--- src/rtl/aht10_ctrl.sv ---
// aht10_ctrl: AHT10 humidity/temperature sequencer driving a byte-level i2c_master.
// Power-up delay, calibration init, periodic trigger, conversion wait, 6-byte readout.
// Optional: define AHT10_BUSY_POLL_EN to re-read (every POLL_MS) while status bit 7 (busy)
// is set, publishing only a non-busy readout.

`ifndef CMD_START
`define CMD_START 4'b0001
`endif
`ifndef CMD_WRITE
`define CMD_WRITE 4'b0010
`endif
`ifndef CMD_READ
`define CMD_READ 4'b0100
`endif
`ifndef CMD_STOP
`define CMD_STOP 4'b1000
`endif

module aht10_ctrl #(
  parameter int unsigned CYC_PER_MS = 50000,
  parameter int unsigned PWRUP_MS   = 40,
  parameter int unsigned CONV_MS    = 80,
  parameter int unsigned PERIOD_MS  = 1000,
  parameter int unsigned POLL_MS    = 10,
  parameter logic [6:0]  DEV_ADDR   = 7'h38
) (
  input  logic        clk,
  input  logic        rst_n,
  input  logic        meas_en,
  output logic        req,
  output logic [3:0]  cmd,
  output logic [7:0]  din,
  input  logic [7:0]  dout,
  input  logic        done,
  input  logic        slave_ack,
  output logic [19:0] hum_raw,
  output logic [19:0] tmp_raw,
  output logic [7:0]  status,
  output logic        data_vld,
  output logic        nack_err
);

  localparam int unsigned MAX_A  = (PWRUP_MS > CONV_MS) ? PWRUP_MS : CONV_MS;
  localparam int unsigned MAX_B  = (PERIOD_MS > POLL_MS) ? PERIOD_MS : POLL_MS;
  localparam int unsigned MAX_MS = (MAX_A > MAX_B) ? MAX_A : MAX_B;
  localparam int unsigned MS_W   = (MAX_MS > 0) ? $clog2(MAX_MS + 1) : 1;
  localparam int unsigned CYC_W  = (CYC_PER_MS > 1) ? $clog2(CYC_PER_MS) : 1;
  localparam int unsigned IDX_W  = 3;
  localparam logic [7:0]  ADDR_WR = {DEV_ADDR, 1'b0};
  localparam logic [7:0]  ADDR_RD = {DEV_ADDR, 1'b1};

  typedef enum logic [2:0] {
    S_PWRUP   = 3'd0,
    S_INIT    = 3'd1,
    S_PERIOD  = 3'd2,
    S_TRIG    = 3'd3,
    S_CONV    = 3'd4,
    S_READ    = 3'd5,
    S_PUBLISH = 3'd6,
    S_POLL    = 3'd7
  } state_t;

  state_t             state;
  state_t             nxt;
  logic [CYC_W-1:0]   cyc_cnt;
  logic [MS_W-1:0]    ms_cnt;
  logic [MS_W-1:0]    ms_tgt;
  logic               tick;
  logic               ms_hit;
  logic               enter;
  logic [IDX_W-1:0]   idx;
  logic               pend;
  logic [7:0]         shadow [6];

  logic               script_st;
  logic               issue;
  logic               byte_done;
  logic               last_byte;
  logic               wr_byte;
  logic               nack_c;
  logic               publish_ok;
  logic [3:0]         scr_cmd;
  logic [7:0]         scr_din;

  logic               req_d;
  logic [3:0]         cmd_d;
  logic [7:0]         din_d;
  logic [19:0]        hum_d;
  logic [19:0]        tmp_d;
  logic [7:0]         status_d;
  logic               vld_d;
  logic               nack_d;

  // Handshake qualifiers for the byte-script states
  always_comb begin
    script_st = (state == S_INIT) || (state == S_TRIG) || (state == S_READ);
    issue     = script_st && !pend;
    byte_done = script_st && pend && done;
    last_byte = (state == S_READ) ? (idx == IDX_W'(6)) : (idx == IDX_W'(3));
    wr_byte   = (state != S_READ) || (idx == IDX_W'(0));
    nack_c    = byte_done && wr_byte && slave_ack;
    tick      = (cyc_cnt == CYC_W'(CYC_PER_MS - 1));
    ms_hit    = (ms_cnt >= ms_tgt);
    enter     = (nxt != state);
  end

  // Delay target for the current state
  always_comb begin
    ms_tgt = '0;
    case (state)
      S_PWRUP:  ms_tgt = MS_W'(PWRUP_MS);
      S_PERIOD: ms_tgt = MS_W'(PERIOD_MS);
      S_CONV:   ms_tgt = MS_W'(CONV_MS);
      S_POLL:   ms_tgt = MS_W'(POLL_MS);
      default:  ms_tgt = '0;
    endcase
  end

  // Only a non-busy readout is published when busy polling is enabled
  always_comb begin
`ifdef AHT10_BUSY_POLL_EN
    publish_ok = (state == S_PUBLISH) && !shadow[0][7];
`else
    publish_ok = (state == S_PUBLISH);
`endif
  end

  // Byte script: command and data for the current state and byte index
  always_comb begin
    scr_cmd = '0;
    scr_din = '0;
    case (state)
      S_INIT: begin
        case (idx)
          IDX_W'(0): begin scr_cmd = `CMD_START | `CMD_WRITE; scr_din = ADDR_WR; end
          IDX_W'(1): begin scr_cmd = `CMD_WRITE;              scr_din = 8'hE1;   end
          IDX_W'(2): begin scr_cmd = `CMD_WRITE;              scr_din = 8'h08;   end
          default:   begin scr_cmd = `CMD_WRITE | `CMD_STOP;  scr_din = 8'h00;   end
        endcase
      end
      S_TRIG: begin
        case (idx)
          IDX_W'(0): begin scr_cmd = `CMD_START | `CMD_WRITE; scr_din = ADDR_WR; end
          IDX_W'(1): begin scr_cmd = `CMD_WRITE;              scr_din = 8'hAC;   end
          IDX_W'(2): begin scr_cmd = `CMD_WRITE;              scr_din = 8'h33;   end
          default:   begin scr_cmd = `CMD_WRITE | `CMD_STOP;  scr_din = 8'h00;   end
        endcase
      end
      S_READ: begin
        case (idx)
          IDX_W'(0): begin scr_cmd = `CMD_START | `CMD_WRITE; scr_din = ADDR_RD; end
          IDX_W'(6): begin scr_cmd = `CMD_READ | `CMD_STOP;   scr_din = 8'h00;   end
          default:   begin scr_cmd = `CMD_READ;               scr_din = 8'h00;   end
        endcase
      end
      default: begin
        scr_cmd = '0;
        scr_din = '0;
      end
    endcase
  end

  // State register
  always_ff @(posedge clk or negedge rst_n) begin
    if (!rst_n) state <= S_PWRUP;
    else        state <= nxt;
  end

  // Next-state logic
  always_comb begin
    nxt = state;
    case (state)
      S_PWRUP:  if (ms_hit) nxt = S_INIT;
      S_INIT: begin
        if (nack_c)                      nxt = S_PWRUP;
        else if (byte_done && last_byte) nxt = S_PERIOD;
      end
      S_PERIOD: if (ms_hit && meas_en) nxt = S_TRIG;
      S_TRIG: begin
        if (nack_c)                      nxt = S_PERIOD;
        else if (byte_done && last_byte) nxt = S_CONV;
      end
      S_CONV:   if (ms_hit) nxt = S_READ;
      S_READ: begin
        if (nack_c)                      nxt = S_PERIOD;
        else if (byte_done && last_byte) nxt = S_PUBLISH;
      end
`ifdef AHT10_BUSY_POLL_EN
      S_PUBLISH: nxt = publish_ok ? S_PERIOD : S_POLL;
      S_POLL:    if (ms_hit) nxt = S_READ;
`else
      S_PUBLISH: nxt = S_PERIOD;
      S_POLL:    nxt = S_PERIOD;
`endif
      default:   nxt = S_PWRUP;
    endcase
  end

  // Output decode, registered below
  always_comb begin
    req_d    = 1'b0;
    cmd_d    = '0;
    din_d    = '0;
    vld_d    = 1'b0;
    nack_d   = 1'b0;
    hum_d    = hum_raw;
    tmp_d    = tmp_raw;
    status_d = status;
    if (issue) begin
      req_d = 1'b1;
      cmd_d = scr_cmd;
      din_d = scr_din;
    end
    if (nack_c) nack_d = 1'b1;
    if (publish_ok) begin
      vld_d    = 1'b1;
      hum_d    = {shadow[1], shadow[2], shadow[3][7:4]};
      tmp_d    = {shadow[3][3:0], shadow[4], shadow[5]};
      status_d = shadow[0];
    end
  end

  // Output registers
  always_ff @(posedge clk or negedge rst_n) begin
    if (!rst_n) begin
      req      <= 1'b0;
      cmd      <= '0;
      din      <= '0;
      hum_raw  <= '0;
      tmp_raw  <= '0;
      status   <= '0;
      data_vld <= 1'b0;
      nack_err <= 1'b0;
    end else begin
      req      <= req_d;
      cmd      <= cmd_d;
      din      <= din_d;
      hum_raw  <= hum_d;
      tmp_raw  <= tmp_d;
      status   <= status_d;
      data_vld <= vld_d;
      nack_err <= nack_d;
    end
  end

  // Cycle / millisecond counters, cleared on every state entry; ms saturates at target
  always_ff @(posedge clk or negedge rst_n) begin
    if (!rst_n) begin
      cyc_cnt <= '0;
      ms_cnt  <= '0;
    end else if (enter) begin
      cyc_cnt <= '0;
      ms_cnt  <= '0;
    end else begin
      cyc_cnt <= tick ? '0 : cyc_cnt + CYC_W'(1);
      if (tick && !ms_hit) ms_cnt <= ms_cnt + MS_W'(1);
    end
  end

  // Byte index and waiting-for-done flag
  always_ff @(posedge clk or negedge rst_n) begin
    if (!rst_n) begin
      idx  <= '0;
      pend <= 1'b0;
    end else if (enter) begin
      idx  <= '0;
      pend <= 1'b0;
    end else if (byte_done) begin
      idx  <= idx + IDX_W'(1);
      pend <= 1'b0;
    end else if (issue) begin
      pend <= 1'b1;
    end
  end

  // Read-byte shadow: b0..b5 captured as each read byte completes
  always_ff @(posedge clk or negedge rst_n) begin
    if (!rst_n) begin
      for (int i = 0; i < 6; i++) shadow[i] <= '0;
    end else if ((state == S_READ) && byte_done && (idx != IDX_W'(0))) begin
      shadow[idx - IDX_W'(1)] <= dout;
    end
  end

endmodule

--- config.mk ---
export PLATFORM = sky130hd
export DESIGN_NAME = aht10_ctrl
export DESIGN_NICKNAME = d
export VERILOG_FILES = /design/src/rtl/aht10_ctrl.sv
export SDC_FILE = /design/constraint.sdc
export NUM_CORES = 1
export LEC_CHECK = 0
export ABC_AREA = 1
export ABC_CLOCK_PERIOD_IN_PS = 2210
export BUFFER_PORTS_ARGS = -buffer_cell sky130_fd_sc_hd__buf_4
export CAP_MARGIN = 10
export CORE_AREA = 2 2 116 118
export CTS_CLUSTER_DIAMETER = 150
export DETAILED_ROUTE_END_ITERATION = 16
export DIE_AREA = 0 0 118 120
export HOLD_SLACK_MARGIN = 0.06
export PLACE_DENSITY = 0.75
export REMOVE_ABC_BUFFERS = 1
export SYNTH_ARGS = -nofsm -noshare
export SYNTH_HDL_FRONTEND = slang
export SYNTH_SLANG_ARGS = --single-unit
--- constraint.sdc ---
create_clock -name clk -period 2.21 [get_ports clk]
set_input_delay 0.3315 -clock clk [delete_from_list [all_inputs] [get_ports clk]]
set_output_delay 0.3315 -clock clk [all_outputs]
set_load 0.03 [all_outputs]
==> summary.md, run 1 <==
| Metric | Value |
|---|---|
| Outcome | finished with violations |
| Failing checks | negative setup slack |
| N_diodes | 0 |
| Core footprint | 12980 um^2 |
| P per Cell Area | 649.8 nW/um^2 |
| Clk_lat worst skew | 0.42 ns |
| Sw Pwr | 1.177 mW |
| Largest cells by area after synthesis | dfrtp_1, nand2_1, inv_1 |
| Slowest cell delay on critical path | 0.45 ns |
| Drc violations | 0 |
| Worst Setup Start Kind | flop |
| Via Count | 5202 |
| Clock Skew | 0.007101 ns |
| CP required | 2.57 ns |
| Global-route wire length before repair | 23.18 mm |
| HPWL after detailed placement | 9.261 mm |
| YS warnings | 0 |
| Post-Syn Area per Cell | 8.752 um^2 |
| Sequential power share | 48.7% |
| Drt initial violations | 357 |
| Worst Setup End Kind | flop |
| Die Wd | 118 um |
| Global routing usage on met2 | 32.96% |
| Post-Synthesis Cells | 761 |
| Gate power share | 1.8% |
| CTS Buf Count | 17 |
| Largest net degree at the start of global routing | 65 |
| Max cap viols | 0 |
| RSZ-0062 raised after global routing | true |
| Drt first pass iters | 5 |
| Leak | 4.340 nW |
| Initial cell density of the core | 51.31% |
| Vias/cell | 4.940 |
| Crit-path cells | nor2_2 -> inv_2 -> nor2_2 -> inv_1 -> ha_1 -> nand2_1 -> inv_1 -> nand2_1 -> nand2_2 -> nand2_2 -> nand3_4 -> buf_6 -> nand2_4 -> nand3_4 -> nand2_4 -> nand2_8 -> clkbuf_16 -> nor2_2 |
| Post-synthesis mux area share | 0% |
| Die Ht | 120 um |
| Main combinational cell family by area after synthesis | simple AND/OR/NAND/NOR gates |
| CTS tree | built |
| Synth Area in Compound Gates | 6.444% |
| Met1 GRT Util | 27.34% |
| IO buf count | 75 |
| GP Congestion | 0.8740 |
| GRT busiest layer | met2 |
| Unique masters post-synth | 36 |
| HP Class | primary input to flop |
| CP max FO | 7 |
| Max Slew Vio Count | 0 |
| Final WS setup | -0.03789 ns |
| CP Class | flop to flop |
| Synth Area in XOR/XNOR | 0.9205% |
| Post-route ant nets | 0 |
| Area grow syn2layout | 25.17% |
| Die footprint | 14160 um^2 |
| Simple-Gate Fraction of Synth Area | 28.80% |
| Slew margin rel. | 64.91% |
| Final setup violation count | 24 |
| Post-route insts no fill | 1053 |
| Initial antenna violation count | 0 |
| Register area share after synthesis | 54.10% |
| Crit path DAT | 2.60 ns |
| Switching part of the total | 21.73% |
| Tightest Pin Transition | 0.5250 ns |
| Post-Place Setup Slack | -0.1023 ns |
| Post-Place Cells | 1014 |
| Netlist Area Pre-Place | 6660 um^2 |
| Remaining global-route overflow | 0 |
| VDD IR max | 0.4650 mV |
| Number of global-route vias before repair | 4917 |
| Most used cell, CP | nor2_2 |
| GR Util met3 | 5.561% |
| Max Fclk | 0.4449 GHz |
| Clock Power Share | 49.5% |
| Critical path's slowest cell | dfrtp_2 |
| Adder-Cell Fraction of Synth Area | 3.006% |
| Final WL | 13.84 mm |
| Clock root buffer | clkbuf_16 |
| Final min period | 2.248 ns |
| Synthesized flop and latch total | 144 |
| Internal power | 4.240 mW |
| Final hold viol count | 0 |
| Tcrit/Tclk final | 101.7% |
| Rows | 42 |
| CTS max path bufs | 2 |
| Clock sinks | 144 |
| Avg WL per Cell | 13.14 um |
| H-tree Lvls | 4 |
| Worst reg2reg setup slack | -0.04 ns |
| Total GRT Usage | 20.61% |
| # nets final | 893 |
| Clk slew on worst S/H paths | 0.06 ns |
| Worst hold slack | 0.2198 ns |
| Share of cells above drive strength 1 | 25.88% |
| # IOs | 76 |
| Largest area contributor in the netlist | dfrtp_1 |
| Yosys top cell area share | 54.10% |
[logic make-up (layout without fill, tap and decap cells)]
logic type,count (synthesis),count (layout)
simple gates,427,427
flops,144,144
buf+inv,94,210
compound gates,73,73
fa+ha+maj,16,16
xor+xnor,7,7
[state kept, by name (all words and copies together) (netlist names)]
signal / cells
status: 8
nack_err: 1
cmd: 4
tmp_raw: 20
hum_raw: 20
cyc_cnt: 16
req: 1
state: 3
shadow: 48
din: 8
idx: 3
data_vld: 1
ms_cnt: 10
pend: 1
[cells in the final DEF, fill, tap and decap left out, types with 4 or more instances in the layout]
cell          n
nand2_1     282
dfrtp_1     143
buf_4        94
inv_1        60
nor2_1       29
nand3_1      27
o21ai_1      25
nor2_2       24
o21ai_0      21
clkbuf_16    19
o21ai_2      16
ha_1         16
nand4_1      14
nor2_4       14
nor3_1        9
inv_2         7
a21oi_1       7
nand2_4       6
buf_6         6
xor2_1        5
buf_12        5
nand2_2       4
nand3_4       4
clkinvlp_4    4
[worst max-delay path: cells and delay by family (launching register included)]
kind	cells	cell delay, ns
flops	1	0.45
buf+inv	5	0.44
fa+ha+maj	1	0.26
simple gates	12	1.01
[stage by stage]
step | TNS, ns | power [mW] | area (um^2) | util, %
floorplan | -71.53 | 2.699 | 6477 | -
global placement | -0.004484 | 2.783 | 7517 | 57.91
detailed placement | -2.761 | 2.784 | 7517 | 57.91
CTS | 0 | 5.470 | 8102 | 62.42
global route | -4.566 | 5.598 | 8337 | 64.23
finish | -0.5296 | 5.417 | 8337 | 64.23
[routing by layer]
metal | part of all wire (%) | wire length [um]
met1 | 46 | 6334
met3 | 4.6 | 639
met2 | 48 | 6674
met4 | 1.4 | 189
met5 | 0 | 0
[power groups by stage]
| stage | Clock, mW | Combinational, mW | Sequential, mW |
|---|---|---|---|
| floorplan | 0 | 0.0131 | 2.69 |
| finish | 2.68 | 0.0963 | 2.64 |
| global route | 2.85 | 0.112 | 2.64 |
| detailed placement | 0 | 0.0989 | 2.68 |
| CTS | 2.73 | 0.101 | 2.64 |
| global placement | 0 | 0.0988 | 2.68 |
[worst paths after layout]
path	end	cells past startpoint	start
max	cyc_cnt[2]$_DFF_PN0_	18	state[1]$_DFF_PN0_
min	nack_err$_DFF_PN0_	3	slave_ack
max reg2reg	cyc_cnt[2]$_DFF_PN0_	18	state[1]$_DFF_PN0_
min reg2reg	hum_raw[12]$_DFFE_PN0P_	2	hum_raw[12]$_DFFE_PN0P_
max in group asynchronous	shadow[44]$_DFFE_PN0P_	3	rst_n
min in group asynchronous	hum_raw[4]$_DFFE_PN0P_	2	rst_n
[cell type report]
| cell class | count | area, um^2 |
|---|---|---|
| clock buffer | 20 | 446.7 |
| clock inverter | 12 | 111.4 |
| fill | 1079 | 4643 |
| inverter | 70 | 269.0 |
| multi-input combinational | 523 | 2751 |
| sequential | 144 | 3605 |
| tap | 176 | 220.2 |
| timing repair buffer | 108 | 933.4 |
[timing repair]
action                     4_1_cts  5_1_grt
gates cloned                     0        2
hold buffers                     1        0
hold endpoints to repair        28        0
pin swaps                        0        6
gates resized for setup          7       32
buffers inserted                 0        4
setup endpoints to repair       30       30
[cell usage after synthesis]
cell type and number:
o21ai_1 25, nor3_2 3, nand3_4 2, a21oi_1 7
xor2_1 5, xnor2_1 2, ha_1 16, or2_2 2
a31oi_1 2, nor2_1 33, inv_1 62, inv_2 5
o21ai_0 22, nand3_2 1, nand2_2 3, buf_4 1
o22ai_1 1, nand2_8 1, nor4_1 3, clkinv_1 2
nand4_1 14, nor2_8 1, nor3_1 9, a31o_2 1
nor2_4 2, nand2_1 286, o21ai_2 15, nand2_4 4
nand3_1 31, inv_4 1, buf_6 11, buf_1 1
dfrtp_1 144, clkbuf_1 6, buf_2 5, nor2_2 32
No activity file was read; power rests on OpenSTA's default activity.
==> run 2, diff against run 1 <==
- CORE_AREA: 2 2 116 118 -> 2 2 119 121
- DIE_AREA: 0 0 118 120 -> 0 0 121 123
- PLACE_DENSITY: 0.75 -> 0.71
==> summary.md, run 2 (synthesis results as in run 1) <==
| Metric | Value |
|---|---|
| Outcome | finished clean |
| Final WS setup | 0.1335 ns (+0.1714 ns) |
| Vias/cell | 4.931 (-0.18%) |
| CP Class | flop to flop |
| Worst Setup Start Kind | flop |
| Final WL | 14.11 mm (+2.0%) |
| Max Slew Vio Count | 0 (unchanged) |
| Drt initial violations | 363 (+1.7%) |
| Leading cell type in the layout, fill and taps excluded | nand2_1 |
| VDD IR max | 0.4486 mV (-3.5%) |
| Slowest cell delay on critical path | 0.45 ns (about the same) |
| Remaining global-route overflow | 0 (unchanged) |
| H-tree Lvls | 4 (unchanged) |
| N_diodes | 0 (unchanged) |
| Drc violations | 0 (unchanged) |
| Reg with most FFs | shadow |
| Drt first pass iters | 5 (unchanged) |
| Clk_lat worst skew | 0.42 ns (about the same) |
| Post-Place Cells | 1008 (-0.59%) |
| CTS max path bufs | 2 (unchanged) |
| Total GRT Usage | 20.23% (-0.38 points) |
| Leak | 4.315 nW (-0.58%) |
| Avg WL per Cell | 13.49 um (+2.7%) |
| Tightest Pin Transition | 0.5170 ns (-0.008016 ns) |
| Tcrit/Tclk final | 93.96% (-7.8 points) |
| # IOs | 76 (unchanged) |
| HPWL after detailed placement | 9.458 mm (+2.1%) |
| Hold Path Depth | 3 (unchanged) |
| Largest net degree at the start of global routing | 58 (-11%) |
| Final core utilization | 60.69% (-3.5 points) |
| Core footprint | 13610 um^2 (+4.9%) |
| Die Ht | 123 um (+2.5%) |
| IO buf count | 75 (unchanged) |
| CP bufs+invs | 3 (-2) |
| Max FFs per register | 48 (unchanged) |
| Final min period | 2.076 ns (-0.1714 ns) |
| Post-route insts no fill | 1046 (-0.66%) |
| Max Fclk | 0.4816 GHz (+8.3%) |
| Cell family with most CP delay | simple AND/OR/NAND/NOR gates |
| Critical path's slowest cell | dfrtp_2 |
| Number of global-route vias before repair | 4903 (-0.28%) |
| Post-Place Setup Slack | 0.02633 ns (+0.1286 ns) |
| Global-route wire length before repair | 23.49 mm (+1.3%) |
| Clock sinks | 144 (unchanged) |
| Commonest non-fill, non-tap cells in the layout | nand2_1, dfrtp_1, buf_4, inv_1, nor2_2 |
| Clock root buffer | clkbuf_16 |
| CP max FO | 8 (+1) |
| Die Wd | 121 um (+2.5%) |
| Area after DPL | 7447 um^2 (-0.93%) |
| Die footprint | 14880 um^2 (+5.1%) |
| Share of cells above drive strength 1 | 25.06% (-0.83 points) |
| GP Congestion | 0.8686 (-0.62%) |
| Worst Setup End Kind | flop |
| Final instance area | 8260 um^2 (-0.92%) |
| Initial antenna violation count | 0 (unchanged) |
| Worst path depth | 15 (-3) |
| Crit path DAT | 2.38 ns (-0.22 ns) |
| # nets final | 882 (-1.2%) |
| CP required | 2.52 ns (-0.05 ns) |
| Worst r2r path cells | 15 (-3) |
| Power Total | 5.955 mW (+9.9%) |
| Initial cell density of the core | 48.93% (-2.4 points) |
| CTS tree | built |
| CTS Buf Count | 17 (unchanged) |
| Crit-path cells | inv_2 -> nand3_2 -> inv_1 -> nor2_1 -> ha_1 -> nand2_1 -> nor2_2 -> nand3_1 -> nand3_2 -> nand2_2 -> nand3_1 -> nand2_2 -> nand2_4 -> clkbuf_16 -> nor2_2 |
| Post-route ant nets | 0 (unchanged) |
| Clock Skew | 0.01040 ns (+0.003300 ns) |
| Via Count | 5158 (-0.85%) |
| Slew margin rel. | 65.53% (+0.62 points) |
| Area grow syn2layout | 24.03% |
| Max cap viols | 0 (unchanged) |
| Clk slew on worst S/H paths | 0.06 ns (about the same) |
| Top Registers | shadow: 48 flops, hum_raw: 20 flops, tmp_raw: 20 flops |
| P per Cell Area | 721.0 nW/um^2 (+11%) |
| Rows | 43 (+2.4%) |
| Final hold viol count | 0 (unchanged) |
| HP Class | primary input to flop |
| Final setup violation count | 0 (-100%) |
run 2: cell count changes in the layout (fill, tap and decap cells not counted), sizes merged:
cell      delta
buf         -12
bufinv       +5
clkbuf       -1
clkinvlp     -3
run 2: metal layers:
layer | up-vias | routed length, um | GRT usage [%]
li1 | 2590 | - | -
met1 | 2434 | 6413 | 27.25
met2 | 119 | 6851 | 32.44
met3 | 15 | 691 | 4.889
met4 | 0 | 158 | 6.613
met5 | - | 0 | 0
run 2: per-stage QoR:
step / TNS, ns / hold slack, ns
2_1_floorplan: -71.53 / 0.03591
5_1_grt: -0.09833 / 0.2365
4_1_cts: 0 / 0.2332
3_5_place_dp: 0 / 0.2930
6_report: 0 / 0.2365
3_3_place_gp: 0 / 0.2919
run 2: final timing paths:
kind	slack, ns	to	from
setup / recovery	0.13	idx[2]$_DFFE_PN0P_	state[2]$_DFF_PN0_
hold / removal	0.24	nack_err$_DFF_PN0_	slave_ack
setup reg to reg	0.13	idx[2]$_DFFE_PN0P_	state[2]$_DFF_PN0_
hold reg to reg	0.47	hum_raw[7]$_DFFE_PN0P_	shadow[27]$_DFFE_PN0P_
max in group asynchronous	1.13	state[1]$_DFF_PN0_	rst_n
min in group asynchronous	0.42	hum_raw[1]$_DFFE_PN0P_	rst_n
run 2: final cells by class:
cell class | instances | area [um^2]
Multi-Input combinational cell | 523 | 2661
Clock buffer | 18 | 429.2
Sequential cell | 144 | 3606
Tap cell | 180 | 225.2
Timing Repair Buffer | 97 | 835.8
Fill cell | 1205 | 5351
Inverter | 70 | 265.3
Clock inverter | 14 | 237.7
run 2: tightest hold or removal path, stage by stage:
cell and delay (ns):
buf_4 0.12, nand3_4 0.10, inv_1 0.06
run 2: power by group:
| part | total (mW) | switching, mW | leakage [nW] | internal (mW) |
|---|---|---|---|---|
| clock network | 3.22 | 1.10 | 0.324 | 2.12 |
| logic | 0.0981 | 0.0742 | 2.00 | 0.0239 |
| registers | 2.64 | 0 | 1.99 | 2.64 |
run 2: timing repair:
item,4_1_cts,5_1_grt
setup endpoints to repair,0,38
setup buffers,0,2
endpoints found under the hold margin,45,0
hold buffers,1,0
gates resized for setup,0,20
